==> src/rtl/reg_file.sv <==
// Eight-entry register file with two combinational read ports and one
// synchronous write port; R0 is hardwired to zero and has no storage.
module reg_file #(
  parameter int unsigned WIDTH = 16
) (
  input  logic             clk,
  input  logic             reset,
  input  logic [2:0]       ra,
  input  logic [2:0]       rb,
  input  logic [WIDTH-1:0] d,
  input  logic [2:0]       writeAddr,
  input  logic             writeEnable,
  output logic [WIDTH-1:0] a,
  output logic [WIDTH-1:0] b
);

  localparam int unsigned AW    = 3;
  localparam int unsigned NREGS = 8;

  // Storage for R1..R7 only; address 0 never matches an entry.
  logic [WIDTH-1:0] regs [1:NREGS-1];

  always_ff @(posedge clk or negedge reset) begin
    if (!reset) begin
      for (int i = 1; i < NREGS; i++) begin
        regs[i] <= '0;
      end
    end else begin
      for (int i = 1; i < NREGS; i++) begin
        if (writeEnable && (writeAddr == AW'(i))) begin
          regs[i] <= d;
        end
      end
    end
  end

  // Read muxes; an address of 0 falls through to the zero default.
  always_comb begin
    a = '0;
    b = '0;
    for (int i = 1; i < NREGS; i++) begin
      if (ra == AW'(i)) a = regs[i];
      if (rb == AW'(i)) b = regs[i];
    end
  end

endmodule

==> config.mk <==
export PLATFORM = sky130hd
export DESIGN_NAME = reg_file
export DESIGN_NICKNAME = d
export VERILOG_FILES = /design/src/rtl/reg_file.sv
export SDC_FILE = /design/constraint.sdc
export NUM_CORES = 1
export LEC_CHECK = 0
export BUFFER_PORTS_ARGS = -buffer_cell sky130_fd_sc_hd__buf_2
export CORE_MARGIN = 4
export CORE_UTILIZATION = 60
export CTS_CLUSTER_DIAMETER = 30
export DETAILED_ROUTE_END_ITERATION = 12
export GPL_TIMING_DRIVEN = 1
export MAX_ROUTING_LAYER = met4
export PLACE_DENSITY = 0.81
export SYNTH_ARGS = -nofsm -noshare
export SYNTH_HDL_FRONTEND = slang
export SYNTH_SLANG_ARGS = --single-unit
==> constraint.sdc <==
create_clock -name clk -period 1.4 [get_ports clk]
set_input_delay 0.07 -clock clk [delete_from_list [all_inputs] [get_ports clk]]
set_output_delay 0.07 -clock clk [all_outputs]
set_load 0.02 [all_outputs]
# Yosys cells after proc, flatten, opt, wreduce, memory -nomap -nowiden
# Index checks and enable logic that the tools add are counted.
# word_totals
reg_bits	112
input_bits	28
out_inout_bits	32
word_cells	49
# classes
eq_ne	21
n_mux	14
n_reduce_logical	7
# op_table
op	n
16-bit two-way mux	14
3-bit == test, second input constant	12
3-bit by 2-bit == test with 1-bit output, second input constant	6
3-bit by 1-bit == test with 1-bit output, second input constant	3
1-bit logical AND	7

# Logic depth before layout (Yosys ltp)
# Gate-level depths: netlist of the first run.
# logic_depth
word_depth	8
depth_mapped	7
ltp_nobuf	4

# Least setup slack after synthesis of the first run
# No wires, ideal clock.
# synth_timing
path_type	register -> output
start	register regs[76] (netlist bit)
end	output port b[12]
arrival_ns	1.226
required_ns	1.330
setup_slack_ns	0.104
path_stages_with_launch	4
n_path_buf	0
path_cell_list	dfrtp_1 > mux2_1 > a221o_1 > a22o_1
# synth_via
elab_chain_len	5
# synth_lines
item	line	text
start: declaration	21	logic [WIDTH-1:0] regs [1:NREGS-1];
start signal: indexed assignment	26	regs[i] <= '0;
start signal: indexed assignment	31	regs[i] <= d;
16-bit two-way mux (5 in series)	43	if (rb == AW'(i)) b = regs[i];
end: declaration	14	output logic [WIDTH-1:0] b
# No other way between the ends.

# Worst setup path after layout of the first run
# layout_timing
start	register regs[27] (netlist bit)
end	output port b[11]
# layout_via
elab_chain_len	2
# layout_lines
item	line
16-bit two-way mux (2 in series)	43
# No other way between the ends.

==> run summary, run 1 <==
outcome - complete, but fails checks
failing checks - setup timing
vias in the first global route - 5648
die footprint - 12300 sq um
Avg Synthesized Cell Area - 12.0 sq um
worst hold path type - primary input to asynchronous set/reset pin
IO Port Bufs - 59
diodes inserted - 0
dpl ws - -122 ps
post-synthesis sequential area ratio - 0.440
worst slew pin tran - 566 ps
mux contribution to synthesized area - 0.270
clock share of power - 0.185
via/cell ratio - 6.69
placement row count - 37
Startpoint Class - register
XOR/XNOR Fraction of Synth Area - 0
worst-path cell chain - a22o_2 > a221o_1 > a22o_1 > buf_6
clock root buffer - clkbuf_8
fmax - 0.541 GHz
share of layout cells above drive strength 1 - 0.437
Synth Area in Compound Gates - 0.169
skew final - 0 ps
area leader, netlist - dfrtp_1
DP Area - 7190 sq um
Pleak - 3.72 nW
Synth Area in Simple Gates - 0.0706
CP Depth - 4
Reg2Reg Depth - 3
GRT overflow - 0
area delta synth->final - 29.1%
Synth Area in Adders - 0
hold slack - 163 ps
Final ANT Viol Nets - 0
main combinational cell family by area after synthesis - multiplexers
main flop type after synthesis - dfrtp_1
cell-internal power - 6.62 mW
Crit Path Max Fanout - 4
share of the synthesized area in the top cell type - 0.440
hpwl dp - 11600 um
CTS tree - done
Max Cap Viol - 0
CTS Buf Count - 9
first-pass GRT wire length - 29600 um
Synth area leaders - dfrtp_1 44%, mux2_1 14%, mux2_2 8.7%
Pre-Repair DR Iteration Count - 5
Die Span Y - 111 um
Tmin final - 1850 ps
Gate power share - 0.355
Final setup viols - 32
Final Cell Area - 8220 sq um
buffers and inverters on the worst path - 1
synthesized flop and latch total - 112
nets@finish - 696
# clock sinks - 112
R2R setup slack - 330 ps
sw frac - 0.335
final period utilization - 1.32
initial antenna violation count - 0
power per cell area - 1210 nW/um^2
largest net degree at the start of global routing - 41
NetSw - 3.33 mW
Distinct cells, synth - 42
ys async rst share - 1.00
GP Congestion - 0.930
Final Hold Fails - 0
Crit path largest cell delay - 420 ps
CP delay by family, top - compound AO/OA/AOI/OAI gates
sequential share of power - 0.459
vias - 5416
Worst Path Required - 1330 ps
max-slew violations - 0
Syn Nets - 559
Core ar. - 10300 sq um
clock latency on the worst-skew pair - 400 ps
RSZ-0062 raised after global routing - yes
Worst EP arrival - 1780 ps
all-layer global routing usage - 0.312
clock buffer depth - 2
Die W - 111 um
DRC Markers - 0
Post-Syn Area - 6370 sq um
Largest regs - regs: 112 flops
Post-Route WL - 19500 um
drt initial violations - 515
relative slew slack - 0.620
H-tree level count - 3
Worst setup EP type - output pin
Post-synth EDFFs - 0
routed wire length per instance - 24.1 um
most flop-heavy register - regs
Max stage delay cell, worst path - dfrtp_1
Synth Instances - 531
initial core utilization - 0.617
clock-pin slew on the worst setup and hold paths - 100 ps
final design utilization - 0.796
CP Class - register to output pin
Final WS setup - -450 ps
max reg flops - 112
worst vdd ir - 1.02 mV
yosys warns - 0
# IOs - 60
-- synth_stat cells (all sizes together) (3+ instances only) --
cell	n
a22oi	4
o21ai	11
clkbuf	6
o22ai	7
nor2	14
nand4b	3
a221o	20
a21o	3
a21oi	31
dfrtp	112
o211ai	10
nor3	5
inv	4
a22o	30
buf	42
a221oi	15
nand2	27
a2bb2oi	6
nor2b	16
mux2	129
mux2i	22
-- cells in the final DEF (no fill, tap or decap), types with 3 or more instances in the layout --
master	instances
a21oi_1	18
nor2b_4	3
a21o_1	3
a221o_1	20
a221oi_2	11
clkbuf_8	10
nor2_1	12
o22ai_2	3
buf_12	12
o22ai_1	3
o21ai_0	11
nor2b_1	12
mux2i_1	21
a22oi_2	4
a2bb2oi_1	5
dlygate4sd3_1	17
nand4b_4	3
a22o_1	21
mux2_2	46
dfrtp_1	112
nor3_1	4
a21oi_2	13
a22o_2	9
mux2_1	70
buf_4	88
nand2_1	26
buf_2	30
o211ai_1	10
mux2_4	13
buf_6	27
-- through the flow --
step                      setup TNS [ps]  std cells  total power, mW
after CTS                          -8670        797             9.55
after global routing              -11170        809             10.4
after global placement              -995        746             7.05
after detailed placement           -1770        746             7.21
final                              -9470        809             9.94
after floorplan                        0        531             6.18
-- routing by layer --
metal / vias to the layer above / routed length [um] / part of all wire / track usage
met5: - / 0 / 0 / -
met4: 0 / 778 / 0.040 / 0.131
met3: 86 / 1620 / 0.083 / 0.0742
met2: 311 / 9590 / 0.49 / 0.502
met1: 2708 / 7540 / 0.39 / 0.378
li1: 2311 / - / - / -
-- path summary, 6_finish.rpt --
check,end,start
setup / recovery,b[11],regs[27]$_DFFE_PN0P_
hold / removal,regs[42]$_DFFE_PN0P_,reset
setup reg to reg,regs[28]$_DFFE_PN0P_,regs[28]$_DFFE_PN0P_
hold reg to reg,regs[54]$_DFFE_PN0P_,regs[54]$_DFFE_PN0P_
max in group asynchronous,regs[98]$_DFFE_PN0P_,reset
min in group clk,regs[24]$_DFFE_PN0P_,writeAddr[2]
-- power groups by stage --
stage	Combinational (mW)	Sequential, mW	Clock [mW]
floorplan	1.79	4.39	0
global placement	2.54	4.50	0
finish	3.53	4.57	1.84
CTS	3.19	4.50	1.86
detailed placement	2.65	4.56	0
global route	3.75	4.62	2.00
-- cell type report --
class                   count  area (sq um)
multi-input cells         367          3530
fillers                   609          2100
clock buffers              12           145
well taps                 136           170
repair buffers            174          1530
clock inverters             4          30.0
flip-flops and latches    112          2800
inverters                   4          15.0
-- logic make-up after synthesis --
| family | after synthesis |
|---|---|
| flops | 112 |
| compound gates | 141 |
| simple gates | 73 |
| mux | 153 |
| buf+inv | 52 |
-- timing repair --
item                                    CTS  global route
setup buffers                            19            13
pin swaps                                42            22
endpoints found under the hold margin   142             0
endpoints found under the setup margin   32            32
gates resized for setup                  80            32
hold buffers                             17             0
cloned                                    0             0
No activity file was read; power rests on OpenSTA's default activity.
==> run 2: changes to the inputs <==
- RECOVER_POWER: unset -> 100
- REMOVE_ABC_BUFFERS: unset -> 1
==> run summary, run 2 (synthesized netlist as in run 1, its figures left out) <==
DP Area - 7240 sq um
CTS Buf Count - 9
Final Cell Area - 8210 sq um
GRT overflow - 0
Max Cap Viol - 0
final period utilization - 1.33
# clock sinks - 112
dpl cells - 747
Pre-Repair DR Iteration Count - 5
share of layout cells above drive strength 1 - 0.437
max-slew violations - 0
max reg flops - 112
largest net degree at the start of global routing - 53
vias - 5482
placement row count - 37
outcome - complete, but fails checks
Critical Path Start - regs[76]$_DFFE_PN0P_
clock latency on the worst-skew pair - 380 ps
routed wire length per instance - 24.8 um
die footprint - 12300 sq um
hold path startpoint - d[4]
area delta synth->final - 28.9%
Tmin final - 1860 ps
Final Non-Filler Cells - 806
drt initial violations - 640
FF/Latch Area - 2800 sq um
NetSw - 3.41 mW
power per cell area - 1280 nW/um^2
via/cell ratio - 6.80
nets@finish - 693
diodes inserted - 0
Final Hold Fails - 0
Die W - 111 um
most flop-heavy register - regs
first-pass GRT wire length - 31500 um
initial core utilization - 0.617
clock buffer depth - 2
skew final - 0 ps
relative slew slack - 0.486
hpwl dp - 11700 um
Final ANT Viol Nets - 0
Crit Path Max Fanout - 2
Fillers - 579
H-tree level count - 3
DRC Markers - 0
Post-Route WL - 20000 um
Hold Crit Depth - 2
Largest regs - regs: 112 flops
Final setup viols - 32
Worst EP arrival - 1790 ps
Worst Path Required - 1330 ps
Worst setup EP type - output pin
all-layer global routing usage - 0.330
clock-pin slew on the worst setup and hold paths - 120 ps
commonest cells after routing, fill and taps aside - 111 x dfrtp_1, 83 x buf_4, 72 x mux2_1
failing checks - setup timing
Core ar. - 10300 sq um
Die Span Y - 111 um
cell-internal power - 7.06 mW
Final WS setup - -464 ps
worst slew pin tran - 772 ps
fmax - 0.537 GHz
sequential share of power - 0.437
commonest non-fill, non-tap cell in the layout - dfrtp_1
R2R setup slack - 320 ps
worst hold path type - primary input to register
vias in the first global route - 5585
worst vdd ir - 0.923 mV
CP Class - register to output pin
IO Port Bufs - 59
Startpoint Class - register
# IOs - 60
hold slack - 0.0366 ps
CTS tree - done
Reg2Reg Depth - 3
RR Startpoint - regs[28]$_DFFE_PN0P_
initial antenna violation count - 0
sw frac - 0.325
clock share of power - 0.217
RSZ-0062 raised after global routing - yes
Gate power share - 0.346
clock root buffer - clkbuf_8
Pleak - 3.69 nW
GP Congestion - 0.914
final design utilization - 0.795
area of the multi-input gates - 3550 sq um
-- run 2: critical path, stage by stage (launching register included) --
cell and delay [ps]:
dfrtp_1 410, mux2_4 280, a221o_1 360, a22o_1 230, buf_6 130
-- run 2: final timing paths --
| check | endpoint |
|---|---|
| min in group asynchronous | regs[31]$_DFFE_PN0P_ |
| worst min register to register | regs[8]$_DFFE_PN0P_ |
| worst max-delay path | b[12] |
| worst max register to register | regs[28]$_DFFE_PN0P_ |
| max in group asynchronous | regs[40]$_DFFE_PN0P_ |
| worst min-delay path | regs[20]$_DFFE_PN0P_ |
-- run 2: repair_timing --
action | 4_1_cts | 5_1_grt
endpoints found under the setup margin | 32 | 32
setup buffers | 29 | 4
hold endpoints to repair | 116 | 0
hold buffers | 14 | 0
pin swaps | 37 | 25
resized for setup | 98 | 31
-- run 2: layer usage --
layer / routed length (um) / global-route usage
met1: 7740 / 0.411
met2: 9660 / 0.523
met3: 1830 / 0.0721
met4: 724 / 0.142
met5: 0 / -
-- run 2: power groups by stage --
stage | Clock (mW) | Sequential, mW | Combinational, mW
floorplan | 0 | 4.39 | 1.65
global placement | 0 | 4.51 | 2.56
detailed placement | 0 | 4.57 | 2.67
CTS | 2.27 | 4.49 | 3.41
global route | 2.42 | 4.64 | 3.84
finish | 2.27 | 4.58 | 3.62
-- run 2: metrics by stage --
| step | worst slack (ps) | setup TNS [ps] | power, mW |
|---|---|---|---|
| 2_1_floorplan | 104 | 0 | 6.03 |
| 3_3_place_gp | -161 | -2010 | 7.06 |
| 3_5_place_dp | -161 | -2430 | 7.24 |
| 4_1_cts | -413 | -8410 | 10.2 |
| 5_1_grt | -503 | -10880 | 10.9 |
| 6_report | -464 | -9070 | 10.5 |
-- run 2: cell type report --
class                           instances  share of cell area
Timing Repair Buffer                  171               0.174
Clock inverter                          5              0.0105
Clock buffer                           11              0.0184
Sequential cell                       112               0.342
Tap cell                              136              0.0207
Multi-Input combinational cell        367               0.433
Inverter                                4             0.00183
